### config.mk
export PLATFORM = sky130hd
export DESIGN_NAME = mbgd_dot_gen_flat
export DESIGN_NICKNAME = d
export VERILOG_FILES = /design/src/rtl/mbgd_dot_gen_pkg.sv /design/src/rtl/mbgd_dot_gen_if.sv /design/src/rtl/mbgd_dot_gen_mult.sv /design/src/rtl/mbgd_dot_gen.sv /design/src/flat_wrapper.sv
export SDC_FILE = /design/constraint.sdc
export NUM_CORES = 1
export LEC_CHECK = 0
export BUFFER_PORTS_ARGS = -buffer_cell sky130_fd_sc_hd__buf_2
export CAP_MARGIN = 40
export CELL_PAD_IN_SITES_DETAIL_PLACEMENT = 1
export CELL_PAD_IN_SITES_GLOBAL_PLACEMENT = 2
export CORE_ASPECT_RATIO = 1.1
export CORE_UTILIZATION = 39
export CTS_CLUSTER_SIZE = 10
export DETAILED_ROUTE_END_ITERATION = 6
export PLACE_DENSITY = 0.83
export SYNTH_ARGS = -nofsm -noshare
export SYNTH_HDL_FRONTEND = slang
export SYNTH_SLANG_ARGS = --single-unit
### constraint.sdc
create_clock -name clk -period 17.5 [get_ports clk]
set_input_delay 4.375 -clock clk [delete_from_list [all_inputs] [get_ports clk]]
set_output_delay 4.375 -clock clk [all_outputs]
set_load 0.02 [all_outputs]
### src/rtl/mbgd_dot_gen_pkg.sv
// Shared MBGD definitions used by the dot-product producer and the adder stage.
// Latency: none (types, constants and a pure helper function only).
// Backpressure: not applicable.
package mbgd_pkg;

    // Default geometry of one MBGD row.
    localparam int DEF_N     = 8;
    localparam int DEF_N_BIT = 3;
    localparam int DEF_DW    = 8;

    // Width of one product slice on the dot_products bus.
    localparam int PW = 2 * DEF_DW;

    // Producer FSM states.
    typedef enum logic [1:0] {
        IDLE = 2'd0,
        CALC = 2'd1,
        DONE = 2'd2
    } state_t;

    // Bit offset of slice i on a bus built from pw-bit slices.
    function automatic int slice_off(input int pw, input int i);
        return pw * i;
    endfunction

endpackage

### src/rtl/mbgd_dot_gen_if.sv
// Row-in / products-out bus between the row source, the dot generator and the adder.
// Latency: none (wires only).
// Backpressure: in_valid/in_ready on the row side, out_valid/out_ready on the product side.
interface mbgd_dot_gen_if
    import mbgd_pkg::*;
#(
    parameter int N  = DEF_N,
    parameter int DW = DEF_DW
);

    logic                  in_valid;
    logic                  in_ready;
    logic [DW*N-1:0]       x_row;
    logic [DW*N-1:0]       w_row;
    logic                  abort;
    logic                  out_valid;
    logic                  out_ready;
    logic [2*DW*N-1:0]     dot_products;
    logic                  busy;

    // Environment side: supplies rows and consumes products.
    modport master (
        output in_valid, x_row, w_row, abort, out_ready,
        input  in_ready, out_valid, dot_products, busy
    );

    // Dot generator side.
    modport slave (
        input  in_valid, x_row, w_row, abort, out_ready,
        output in_ready, out_valid, dot_products, busy
    );

endinterface

### src/rtl/mbgd_dot_gen_mult.sv
// Unsigned DW x DW -> 2*DW multiplier, exact product.
// Latency: combinational.
// Backpressure: none.
module mbgd_mult #(
    parameter int DW = 8
) (
    input  logic [DW-1:0]   a,
    input  logic [DW-1:0]   b,
    output logic [2*DW-1:0] p
);

    localparam int PWL = 2 * DW;

    // Operands are widened first so the full product is kept.
    assign p = PWL'(a) * PWL'(b);

endmodule

### src/rtl/mbgd_dot_gen.sv
// Serial elementwise x*w for one row, packed onto the dot_products bus for the adder.
// Latency: accept at edge T0, slice i written at T0+1+i, out_valid high after T0+N.
// Backpressure: one row at a time; products held stable with out_valid until out_ready.
module mbgd_dot_gen
    import mbgd_pkg::*;
#(
    parameter int N     = DEF_N,
    parameter int N_bit = DEF_N_BIT,
    parameter int DW    = DEF_DW
) (
    input  logic          clk,
    input  logic          resetn,
    mbgd_dot_gen_if.slave bus
);

    localparam int               PWL  = 2 * DW;
    localparam logic [N_bit-1:0] LAST = N_bit'(N - 1);

    state_t                  state_q;
    state_t                  state_d;
    logic [N_bit-1:0]        idx;
    logic [N-1:0][DW-1:0]    x_hold;
    logic [N-1:0][DW-1:0]    w_hold;
    logic [N-1:0][PWL-1:0]   dot_q;
    logic [DW-1:0]           x_sel;
    logic [DW-1:0]           w_sel;
    logic [PWL-1:0]          prod;
    logic                    accept;
    logic                    step;
    logic                    last;

    // abort overrides both a new-row accept and a CALC step on the same edge.
    assign accept = (state_q == IDLE) && bus.in_valid && !bus.abort;
    assign step   = (state_q == CALC) && !bus.abort;
    assign last   = (idx == LAST);

    // State register.
    always_ff @(posedge clk or negedge resetn) begin
        if (!resetn) begin
            state_q <= IDLE;
        end else begin
            state_q <= state_d;
        end
    end

    // Next-state: abort returns to IDLE from anywhere; CALC exits on the last index.
    always_comb begin
        state_d = state_q;
        case (state_q)
            IDLE: if (accept)                state_d = CALC;
            CALC: if (bus.abort)             state_d = IDLE;
                  else if (last)             state_d = DONE;
            DONE: if (bus.abort || bus.out_ready) state_d = IDLE;
            default:                         state_d = IDLE;
        endcase
    end

    // State-decoded handshake and status outputs.
    always_comb begin
        bus.in_ready  = 1'b0;
        bus.out_valid = 1'b0;
        bus.busy      = 1'b0;
        case (state_q)
            IDLE: bus.in_ready = 1'b1;
            CALC: bus.busy     = 1'b1;
            DONE: begin
                bus.busy      = 1'b1;
                bus.out_valid = 1'b1;
            end
            default: bus.in_ready = 1'b0;
        endcase
    end

    // Row capture, index walk and slice write; slices are left untouched outside CALC.
    always_ff @(posedge clk or negedge resetn) begin
        if (!resetn) begin
            x_hold <= '0;
            w_hold <= '0;
            dot_q  <= '0;
            idx    <= '0;
        end else begin
            if (accept) begin
                x_hold <= bus.x_row;
                w_hold <= bus.w_row;
            end
            if (step) begin
                dot_q[idx] <= prod;
            end
            // Index is cleared on accept, abort and CALC exit, so it never wraps.
            if (accept || bus.abort || (step && last)) begin
                idx <= '0;
            end else if (step) begin
                idx <= idx + 1'b1;
            end
        end
    end

    assign x_sel = x_hold[idx];
    assign w_sel = w_hold[idx];

    mbgd_mult #(
        .DW (DW)
    ) u_mult (
        .a (x_sel),
        .b (w_sel),
        .p (prod)
    );

    assign bus.dot_products = dot_q;

endmodule

### src/flat_wrapper.sv
// flat-port wrapper written by rule: the top's interface ports become plain ports
module mbgd_dot_gen_flat import mbgd_pkg::*;
#(
    parameter int N     = DEF_N,
    parameter int N_bit = DEF_N_BIT,
    parameter int DW    = DEF_DW
)
  (clk, resetn, bus_in_valid, bus_x_row, bus_w_row, bus_abort, bus_out_ready, bus_in_ready, bus_out_valid, bus_dot_products, bus_busy);
  mbgd_dot_gen_if #(.N(N), .DW(DW)) bus_i ();
  input  logic clk;
  input  logic resetn;
  input wire logic [$bits(bus_i.in_valid)-1:0] bus_in_valid;
  input wire logic [$bits(bus_i.x_row)-1:0] bus_x_row;
  input wire logic [$bits(bus_i.w_row)-1:0] bus_w_row;
  input wire logic [$bits(bus_i.abort)-1:0] bus_abort;
  input wire logic [$bits(bus_i.out_ready)-1:0] bus_out_ready;
  output wire logic [$bits(bus_i.in_ready)-1:0] bus_in_ready;
  output wire logic [$bits(bus_i.out_valid)-1:0] bus_out_valid;
  output wire logic [$bits(bus_i.dot_products)-1:0] bus_dot_products;
  output wire logic [$bits(bus_i.busy)-1:0] bus_busy;
  assign bus_i.in_valid = bus_in_valid;
  assign bus_i.x_row = bus_x_row;
  assign bus_i.w_row = bus_w_row;
  assign bus_i.abort = bus_abort;
  assign bus_i.out_ready = bus_out_ready;
  assign bus_in_ready = bus_i.in_ready;
  assign bus_out_valid = bus_i.out_valid;
  assign bus_dot_products = bus_i.dot_products;
  assign bus_busy = bus_i.busy;
  mbgd_dot_gen #(.N(N), .N_bit(N_bit), .DW(DW)) u_core (.clk(clk), .resetn(resetn), .bus(bus_i));
endmodule
=== Word level (Yosys, flattened, before mapping) ===
Cells that the tools add are included.

* Add/sub/neg operators: 1
* Multipliers: 1
* Magnitude comparators: 2
* Equal/unequal tests: 6
* Multiplexer cells: 17
* Reductions and logical operators: 13

{| class="wikitable"
|+ Operators with widths
! operator !! number
|-
| bitwise mux 128 bit || 1
|-
| binary-select mux 8 bit (select 3 bit) || 2
|-
| demux 16 bit (select 3 bit) || 1
|-
| multiplier 8 x 8 -> 16 bit || 1
|-
| two-way mux 16 bit || 1
|-
| two-way mux 8 bit || 2
|-
| two-way mux 2 bit || 4
|-
| two-way mux 3 bit || 2
|-
| case mux 2 bit (3 select lines) || 1
|-
| logical AND 1 bit || 5
|-
| < comparator 3 x 4 -> 1 bit, second input constant || 1
|-
| != test 2 x 1 -> 1 bit, second input constant || 2
|-
| adder 3 x 1 -> 3 bit, second input constant || 1
|-
| == test 3 bit, second input constant || 1
|-
| >= comparator 3 x 1 -> 1 bit, second input constant || 1
|-
| logical OR 1 bit || 3
|-
| two-way mux 1 bit || 3
|-
| != test 3 x 2 -> 1 bit, second input constant || 1
|-
| AND reduction 3 bit || 1
|-
| == test 2 x 1 -> 1 bit, second input constant || 1
|-
| == test 2 bit, second input constant || 1
|-
| zero test 2 bit || 1
|-
| nonzero test 2 bit || 1
|-
| OR reduction 2 bit || 1
|-
| zero test 1 bit || 1
|}

* Bits in registers: 261
* Input port bits: 133
* Output and inout bits: 131
* Word-level logic and storage cells: 66

=== Longest topological paths before layout ===
Gate-level depths: netlist of the first run.

* Depth after elaboration: 6
* Mapped depth: 23
* Mapped depth without buffers: 19

=== Hierarchy ===
A second synthesis of the first run with hierarchy kept.

* Cells, all modules: 896
* Area total of the unflattened synthesis: 13062.5 µm²

{| class="wikitable"
|+ By module, submodules not included
! module !! times used !! cells an instance !! area an instance (µm²) !! sequential area each (µm²)
|-
| mbgd_dot_gen || 1 || 648 || 10894.2 || 6531.3
|-
| mbgd_mult || 1 || 248 || 2168.3 || 0.0
|}

=== Least setup slack after synthesis of the first run ===
OpenSTA, ideal clock, no wires.

* Path type: input to register
* Start: in bus_abort
* End: reg u_core.dot_q (netlist bit u_core.bus.dot_products[10])
* Setup time: 125 ps
* Arrival: 5606 ps
* Data required time: 17375 ps
* Slack: 11769 ps
* Stages on the path: 5
* Buffers on the path: 2
* Cell sequence: clkbuf_1 -> or3_4 -> buf_6 -> nor3_4 -> mux2_4

* Longest elaborated chain between the ends: 2

{| class="wikitable"
|+ Ends and longest elaborated chain
! element !! RTL line !! source
|-
| start: declaration || flat_wrapper.sv:15 || <nowiki>input wire logic [$bits(bus_i.abort)-1:0] bus_abort;</nowiki>
|-
| zero test 1 bit || mbgd_dot_gen.sv:34 || <nowiki>assign step = (state_q == CALC) && !bus.abort;</nowiki>
|-
| logical AND 1 bit || mbgd_dot_gen.sv:34 ||
|-
| end signal: indexed assignment || mbgd_dot_gen.sv:87 || <nowiki>dot_q[idx] <= prod;</nowiki>
|-
| end: declaration || mbgd_dot_gen.sv:24 || <nowiki>logic [N-1:0][PWL-1:0] dot_q;</nowiki>
|}

No other way between the ends.
A chain may end at the register's enable or synchronous reset.

=== Worst setup path in the final report of the first run ===
* Start: reg u_core.idx[1]
* End: reg u_core.dot_q (netlist bit u_core.bus.dot_products[104])

* Longest elaborated chain between the ends: 5
* Elaborated cells on any way between the ends: 11
* Classes of those cells: mul: 1; order compare: 2; mux: 7; reduce/logical: 1

{| class="wikitable"
|+ Ends and longest elaborated chain
! element !! RTL line !! source
|-
| start: declaration || mbgd_dot_gen.sv:21 || <nowiki>logic [N_bit-1:0] idx;</nowiki>
|-
| start signal: assignment || mbgd_dot_gen.sv:93 || <nowiki>idx <= idx + 1'b1;</nowiki>
|-
| parallel branches: the longest is 4 deep, another holds multiplier 8 x 8 -> 16 bit || n/a ||
|-
| bitwise mux 128 bit * || mbgd_dot_gen.sv:87 ||
|}

Every way passes the cells marked *. The select of a mux whose other input is x is not followed.

==> summary.txt, run 1 <==
Synth
  – Synth Warn #: 0
  – Post-synth top cells: 261 x dfrtp_1, 159 x nand2_1, 148 x mux2_2, 82 x nor2_1, 62 x inv_1
  – Yosys reg bits: 261
  – Avg Synthesized Cell Area: 11.9 µm²
  – Synth Area in Adders: 0.0944
  – Synth area leaders: dfrtp_1 50%, mux2_2 13%, fa_1 5.5%
  – Yosys top cell area share: 0.500
  – Largest family of logic cells by synthesized area: multiplexers
  – Post-Synth XOR/XNOR Area: 0.00603
  – Post-synth EDFFs: 0
  – Count leader, synth: dfrtp_1
  – Seq/Total Area, Yosys: 0.500
  – Compound-Gate Fraction of Synth Area: 0.0766
  – Dominant cell type by area after synthesis: dfrtp_1
  – Syn Inst Count: 1102
  – Top FF cell, synth: dfrtp_1
  – Syn Nets: 1312
  – Multiplexer share of the synthesized area: 0.180
  – Mapped Area: 13100 µm²
  – FFs w/ async S/R, synth: 1.00
  – Synth Area in Simple Gates: 0.101
  – Cell variety after synth: 61

Clock network
  – TritonCTS clock tree: built
  – Maximum root-to-sink buffer count: 3
  – Reg clk slew, reported paths: 0.06 ns
  – H-Tree Depth: 1
  – Clock Latency Late Sink: 0.57 ns
  – Post-CTS Hold Buffers: 0
  – Clock root buffer: clkbuf_16
  – Number of buffers created by CTS: 31
  – Post-CTS setup buffer count: 0
  – Clock Sinks: 261
  – CTS resizes: 0

Drt
  – Drt drc: 0
  – Initial detailed-routing violation count: 375
  – WL/cell: 19.5 µm
  – Post-Route WL: 35.2 mm
  – Antenna viol nets, final: 0
  – Routed vias/inst: 5.11
  – Via count: 9209
  – TritonRoute pass-1 iters: 4

Setup path
  – Worst path slowest cell: xnor2_1
  – CP max stage delay: 0.64 ns
  – Arr. time, crit path: 7.07 ns
  – Critical Path RT: 17.91 ns
  – Startpoint Class: flop
  – Setup CP Type: flop to flop
  – Crit path max fanout: 36
  – Crit-path cells: buf_4 -> nor2b_1 -> a221oi_1 -> a21oi_1 -> nor3_2 -> nor2_1 -> fa_1 -> inv_1 -> fa_1 -> inv_1 -> fa_1 -> inv_1 -> fa_1 -> inv_1 -> ha_1 -> and2_4 -> a221oi_4 -> nand2_1 -> xnor2_1 -> o21ai_0
  – Setup crit end kind: flop

Place
  – Port Buffer Count: 263
  – Final weighted congestion in routability-driven placement: 0.801
  – DP Worst Slack: 10.73 ns
  – Inst Count DP: 1748
  – Post-DP HPWL: 26.2 mm

Die
  – Num ports: 264
  – Initial core utilization: 0.400
  – Core ar.: 32600 µm²
  – Std cell rows: 69
  – Die span in y: 194 µm
  – DIE AREA: 34200 µm²
  – Chip Width: 177 µm

Timing
  – Slew @ Worst Pin: 1.02 ns
  – Fmax: 150 MHz
  – # setup viols final: 0
  – Fin crit period: 6.66 ns
  – Rel. slew slack: 0.317
  – Clock skew: 0.00966 ns
  – Fin Setup TNS: 0 ns
  – Final hold vios: 0
  – Final worst slack: 10.84 ns
  – RSZ-0062 raised after global routing: false
  – WHS: 0.471 ns
  – Fin crit share: 0.381
  – Count of pins over their slew limit: 0

Global routing
  – Largest net degree at the start of global routing: 135
  – Vias in the first global route: 10200
  – Initial antenna violation count: 14
  – GR Util All Layers: 0.212
  – Global-route wire length before repair: 57.2 mm
  – GRT overflow: 0

Cells and area
  – Fin cells: 1801
  – Area delta synth->final: 19.5%
  – Share of cells above drive strength 1: 0.386
  – Fill count: 3571
  – Final #Nets: 1565

Hold path
  – Type of the most critical hold path: flop to flop

Outcome
  – Status: finished clean

Flow run
  – Max-cap violations: 0
[flip-flops by register name, summed over array words and instances (netlist names)]
name                     cells
u_core.idx                   3
u_core.bus.dot_products    128
u_core.state_q               2
u_core.w_hold               64
u_core.x_hold               64
[cell usage in the layout, fill, tap and decap left out, types with 4 or more instances in the layout]
cell type	Yosys	layout
a211oi_1	5	5
a21o_1	5	5
or2_2	10	10
nor2_2	5	5
fa_1	36	36
a21oi_1	16	16
mux4_2	20	20
mux2i_2	8	8
ha_1	41	41
diode_2	0	10
a221oi_1	7	7
a22oi_1	6	6
nor2_1	82	82
xor2_1	4	4
nor2b_1	7	7
inv_1	62	62
o31ai_1	8	8
clkbuf_16	0	31
or2_1	5	5
o21ai_1	16	16
nand3_1	8	8
buf_2	27	262
mux2_2	148	148
mux2i_1	5	5
buf_4	8	8
o21ai_0	57	57
a31oi_1	16	16
nand2_1	159	159
xnor2_1	5	5
clkbuf_1	12	7
dfrtp_1	261	258
[metal layers]
metal	vias up	GRT usage	wire length, µm	share of wire
met1	4604	0.264	14700	0.42
met5	-	0	89	0.0025
met3	67	0.0555	2360	0.067
li1	4270	-	-	-
met4	14	0.0517	819	0.023
met2	254	0.363	17200	0.49
[worst max-delay path, delay by kind of cell, from the launching register on]
family,cells,cell delay (ns)
AO/OA/AOI/OAI,4,0.93
buffers and inverters,5,0.75
adder cells (fa/ha/maj),5,2.41
XOR/XNOR,1,0.64
flip-flops,1,0.51
AND/OR/NAND/NOR,5,1.21
[logic make-up (layout without fill, tap and decap cells)]
| group | count (synthesis) | count (layout) |
|---|---|---|
| simple gates | 299 | 299 |
| buf+inv | 116 | 379 |
| mux | 185 | 185 |
| flops | 261 | 261 |
| fa+ha+maj | 77 | 77 |
| compound gates | 155 | 155 |
| other cells | 0 | 10 |
| xor+xnor | 9 | 9 |
[cell type report]
type	count	area (µm²)	area share
Sequential cell	261	6540	0.418
Antenna cell	10	25.0	0.00160
Inverter	63	236	0.0151
Clock buffer	40	830	0.0531
Clock inverter	3	32.5	0.00208
Timing Repair Buffer	273	1440	0.0923
Multi-Input combinational cell	725	5990	0.383
Tap cell	426	533	0.0341
[path summary, 6_finish.rpt]
| kind | depth (start not counted) | end | start | slack [ns] |
|---|---|---|---|---|
| setup / recovery | 20 | u_core.bus.dot_products[104] | u_core.idx[1] | 10.84 |
| hold / removal | 2 | u_core.bus.dot_products[105] | u_core.bus.dot_products[105] | 0.47 |
| setup reg to reg | 20 | u_core.bus.dot_products[104] | u_core.idx[1] | 10.84 |
| hold reg to reg | 2 | u_core.bus.dot_products[105] | u_core.bus.dot_products[105] | 0.47 |
| max in group asynchronous | 2 | u_core.x_hold[19] | resetn | 12.11 |
| min in group asynchronous | 1 | u_core.bus.dot_products[80] | resetn | 3.96 |
[metrics by stage]
stage / utilization / area (µm²)
2_1_floorplan: - / 13100
3_5_place_dp: 0.451 / 14700
6_report: 0.479 / 15600
3_3_place_gp: 0.450 / 14700
4_1_cts: 0.478 / 15600
5_1_grt: 0.478 / 15600
Power of run 1 is not shown: default switching activity piles up to over one toggle a cycle in this logic, so the estimate is an artifact.
==> run 2, diff against run 1 <==
--- a/config.mk
+++ b/config.mk
@@ -5,15 +5,16 @@
 export SDC_FILE = /design/constraint.sdc
 export NUM_CORES = 1
 export LEC_CHECK = 0
+export ABC_AREA = 1
 export BUFFER_PORTS_ARGS = -buffer_cell sky130_fd_sc_hd__buf_2
 export CAP_MARGIN = 40
 export CELL_PAD_IN_SITES_DETAIL_PLACEMENT = 1
 export CELL_PAD_IN_SITES_GLOBAL_PLACEMENT = 2
 export CORE_ASPECT_RATIO = 1.1
-export CORE_UTILIZATION = 39
+export CORE_UTILIZATION = 29
 export CTS_CLUSTER_SIZE = 10
 export DETAILED_ROUTE_END_ITERATION = 6
-export PLACE_DENSITY = 0.83
+export PLACE_DENSITY = 0.75
 export SYNTH_ARGS = -nofsm -noshare
 export SYNTH_HDL_FRONTEND = slang
 export SYNTH_SLANG_ARGS = --single-unit
==> constraint.sdc (replaced) <==
create_clock -name clk -period 5.65 [get_ports clk]
set_input_delay 1.4125 -clock clk [delete_from_list [all_inputs] [get_ports clk]]
set_output_delay 1.4125 -clock clk [all_outputs]
set_load 0.02 [all_outputs]
==> run 2 against run 1 <==
  * Hold slack got worse by 0.0031 ns
  * Register-to-register slack lost 11 ns
  * Critical path depth is 5 higher
  * Maximum frequency up 25%
  * Highest routed layer unchanged
  * Synthesized area grew 1.3%
  * Sequential share of layout area decreased by 1.9 points
  * Cell count grew 40%
  * First-iteration DRC count increased by 27%
  * Global-route usage down 1.8 points
  * Core utilization is 11 points lower
  * Synthesized cell count is 51% higher
  * Die area up 36%
==> summary.txt, run 2 <==
Drt
  – Routed vias/inst: 4.59 (-10%)
  – Antenna viol nets, final: 0 (unchanged)
  – TritonRoute pass-1 iters: 5 (+1)
  – Post-Route WL: 44.6 mm (+27%)
  – Drt drc: 0 (unchanged)
  – WL/cell: 17.6 µm (-9.7%)
  – Initial detailed-routing violation count: 476 (+27%)
  – Via count: 11600 (+26%)

Clock network
  – H-Tree Depth: 1 (unchanged)
  – Maximum root-to-sink buffer count: 3 (unchanged)
  – Clock Sinks: 261 (unchanged)
  – Reg clk slew, reported paths: 0.06 ns (about the same)
  – TritonCTS clock tree: built
  – Clock Latency Late Sink: 0.58 ns (about the same)
  – Clock root buffer: clkbuf_16
  – Number of buffers created by CTS: 31 (unchanged)

Timing
  – Fin crit share: 0.945 (+0.565)
  – Final hold vios: 0 (unchanged)
  – Fmax: 187 MHz (+25%)
  – Fin Setup TNS: 0 ns (unchanged)
  – Rel. slew slack: 0.491 (+0.174)
  – # setup viols final: 0 (unchanged)
  – Clock skew: 0.00756 ns (-0.00210 ns)
  – Slew @ Worst Pin: 0.763 ns (-0.261 ns)
  – Count of pins over their slew limit: 0 (unchanged)
  – RSZ-0062 raised after global routing: false
  – Fin crit period: 5.34 ns (-1.32 ns)

Cells and area
  – FF+latch area: 6530 µm² (about the same)
  – Most frequent cells in the layout: 792 x nand2_1, 262 x buf_2, 260 x dfrtp_1, 175 x inv_1, 84 x o21ai_0
  – Share of cells above drive strength 1: 0.198 (-0.188)
  – Area delta synth->final: 23.7%
  – ANT cells: 0 (-10)
  – Fill count: 5542 (+55%)
  – Commonest non-fill, non-tap cell in the layout: nand2_1
  – Final #Nets: 2148 (+37%)
  – Multi-input logic area: 5870 µm² (-1.9%)
  – Largest register FFs: 128 (unchanged)

Die
  – Die span in y: 226 µm (+17%)
  – DIE AREA: 46500 µm² (+36%)
  – Chip Width: 206 µm (+17%)
  – Num ports: 264 (unchanged)
  – Std cell rows: 81 (+17%)
  – Initial core utilization: 0.296 (-0.105)
  – Core ar.: 44800 µm² (+37%)

Global routing
  – Global-route wire length before repair: 69.5 mm (+22%)
  – GRT overflow: 0 (unchanged)
  – Vias in the first global route: 12200 (+20%)
  – Largest net degree at the start of global routing: 151 (+12%)
  – GR Util All Layers: 0.193 (-0.0184)
  – Initial antenna violation count: 1 (-13)

Setup path
  – Most common cell type on the critical path: nand2_1
  – Startpoint Class: flop
  – Critical Path RT: 6.12 ns (-11.79 ns)
  – Setup CP Type: flop to flop
  – Worst R2R Path Depth: 25 (+25%)
  – Arr. time, crit path: 5.81 ns (-1.26 ns)
  – CP max stage delay: 0.55 ns (-0.09 ns)
  – Worst path slowest cell: fa_1
  – Setup crit end kind: flop
  – Crit path max fanout: 11 (-69%)

Power
  – Max VDD drop: 0.604 mV
  – PD cells: 743 nW/µm²
  – Total Power: 12200 µW
  – P_leak: 0.00943 µW

Outcome
  – Status: finished clean

Synth
  – Cell variety after synth: 31 (-49%)
  – Largest family of logic cells by synthesized area: simple AND/OR/NAND/NOR gates
  – Post-synth EDFFs: 0 (unchanged)
  – Compound-Gate Fraction of Synth Area: 0.0496 (-0.0270)
  – Dominant cell type by area after synthesis: dfrtp_1
  – Yosys reg bits: 261 (unchanged)
  – Syn Inst Count: 1665 (+51%)
  – Avg Synthesized Cell Area: 7.95 µm² (-33%)
  – Synth area leaders: dfrtp_1 49%, nand2_1 23%, fa_1 5.4%
  – Seq/Total Area, Yosys: 0.493 (-0.00652)
  – Synth Area in Adders: 0.0932 (-0.00123)
  – Yosys top cell area share: 0.493 (-0.00652)
  – Synth Area in Simple Gates: 0.289 (+0.188)
  – Count leader, synth: nand2_1
  – Top FF cell, synth: dfrtp_1
  – Post-synth top cells: 799 x nand2_1, 261 x dfrtp_1, 176 x inv_1, 84 x o21ai_0, 72 x nand3_1
  – Syn Nets: 1875 (+43%)
  – Mapped Area: 13200 µm² (+1.3%)
  – Multiplexer share of the synthesized area: 0 (-0.180)
  – Synth Warn #: 0 (unchanged)
  – Post-Synth XOR/XNOR Area: 0.00265 (-0.00339)
  – FFs w/ async S/R, synth: 1.00 (unchanged)

Place
  – Port Buffer Count: 263 (unchanged)
  – Final weighted congestion in routability-driven placement: 0.830 (+3.7%)
  – Post-DP HPWL: 33.8 mm (+29%)

Flow run
  – Max-cap violations: 0 (unchanged)

Hold path
  – Type of the most critical hold path: flop to flop
  – Hold Crit Depth: 2 (unchanged)
==> run 2: worst paths after layout <==
| kind | startpoint | to | slack, ns |
|---|---|---|---|
| worst max-delay path | u_core.idx[1] | u_core.bus.dot_products[57] | 0.31 |
| worst min-delay path | u_core.w_hold[26] | u_core.w_hold[26] | 0.47 |
| worst max register to register | u_core.idx[1] | u_core.bus.dot_products[57] | 0.31 |
| worst min register to register | u_core.w_hold[26] | u_core.w_hold[26] | 0.47 |
| max in group asynchronous | resetn | u_core.bus.dot_products[86] | 3.55 |
| min in group asynchronous | resetn | u_core.bus.dot_products[118] | 0.82 |
==> run 2: kinds of logic (layout without fill, tap and decap cells) <==
logic type | count (synthesis) | after routing
simple gates | 950 | 950
flops | 261 | 261
buf+inv | 244 | 526
compound gates | 129 | 129
fa+ha+maj | 77 | 77
xor+xnor | 4 | 4
==> run 2: timing repair <==
item                       4_1_cts  5_1_grt
setup endpoints to repair        0       72
resized for setup                0       26
hold buffers                     0        0
setup buffers                    0        6
==> run 2: cell type report <==
class | count | share of cell area
repair buffers | 299 | 0.101
flip-flops and latches | 261 | 0.399
clock inverters | 4 | 0.00367
well taps | 581 | 0.0444
multi-input cells | 1160 | 0.359
inverters | 185 | 0.0427
clock buffers | 38 | 0.0502
==> run 2: worst max-delay path, delay by kind of cell (launching register included) <==
family,cells,cell delay (ns)
adder cells (fa/ha/maj),5,2.42
AND/OR/NAND/NOR,12,1.56
buffers and inverters,8,0.76
flip-flops,1,0.46
==> run 2: through the flow <==
stage	worst slack [ns]	hold WS (ns)	instance area, µm²	utilization	instances
floorplan	0.793	0.442	13200	-	1665
global placement	0.120	0.452	15300	0.341	2477
detailed placement	0.0548	0.457	15300	0.342	2480
CTS	0.0338	0.472	16200	0.362	2522
global route	0.000892	0.487	16400	0.365	2528
finish	0.310	0.468	16400	0.365	2528
==> run 2: power breakdown <==
group | internal, µW | switching, µW | total (µW)
clock network | 1050 | 774 | 1830
registers | 2500 | 349 | 2850
logic | 2290 | 5210 | 7500
==> run 2: layer usage <==
layer | global-route usage | up-vias | share of wire
met5 | 0 | - | 0.00029
met4 | 0.0607 | 2 | 0.030
met3 | 0.0281 | 76 | 0.048
met2 | 0.319 | 296 | 0.46
met1 | 0.259 | 5599 | 0.46
li1 | - | 5641 | -
(Power assumes the default switching activity.)
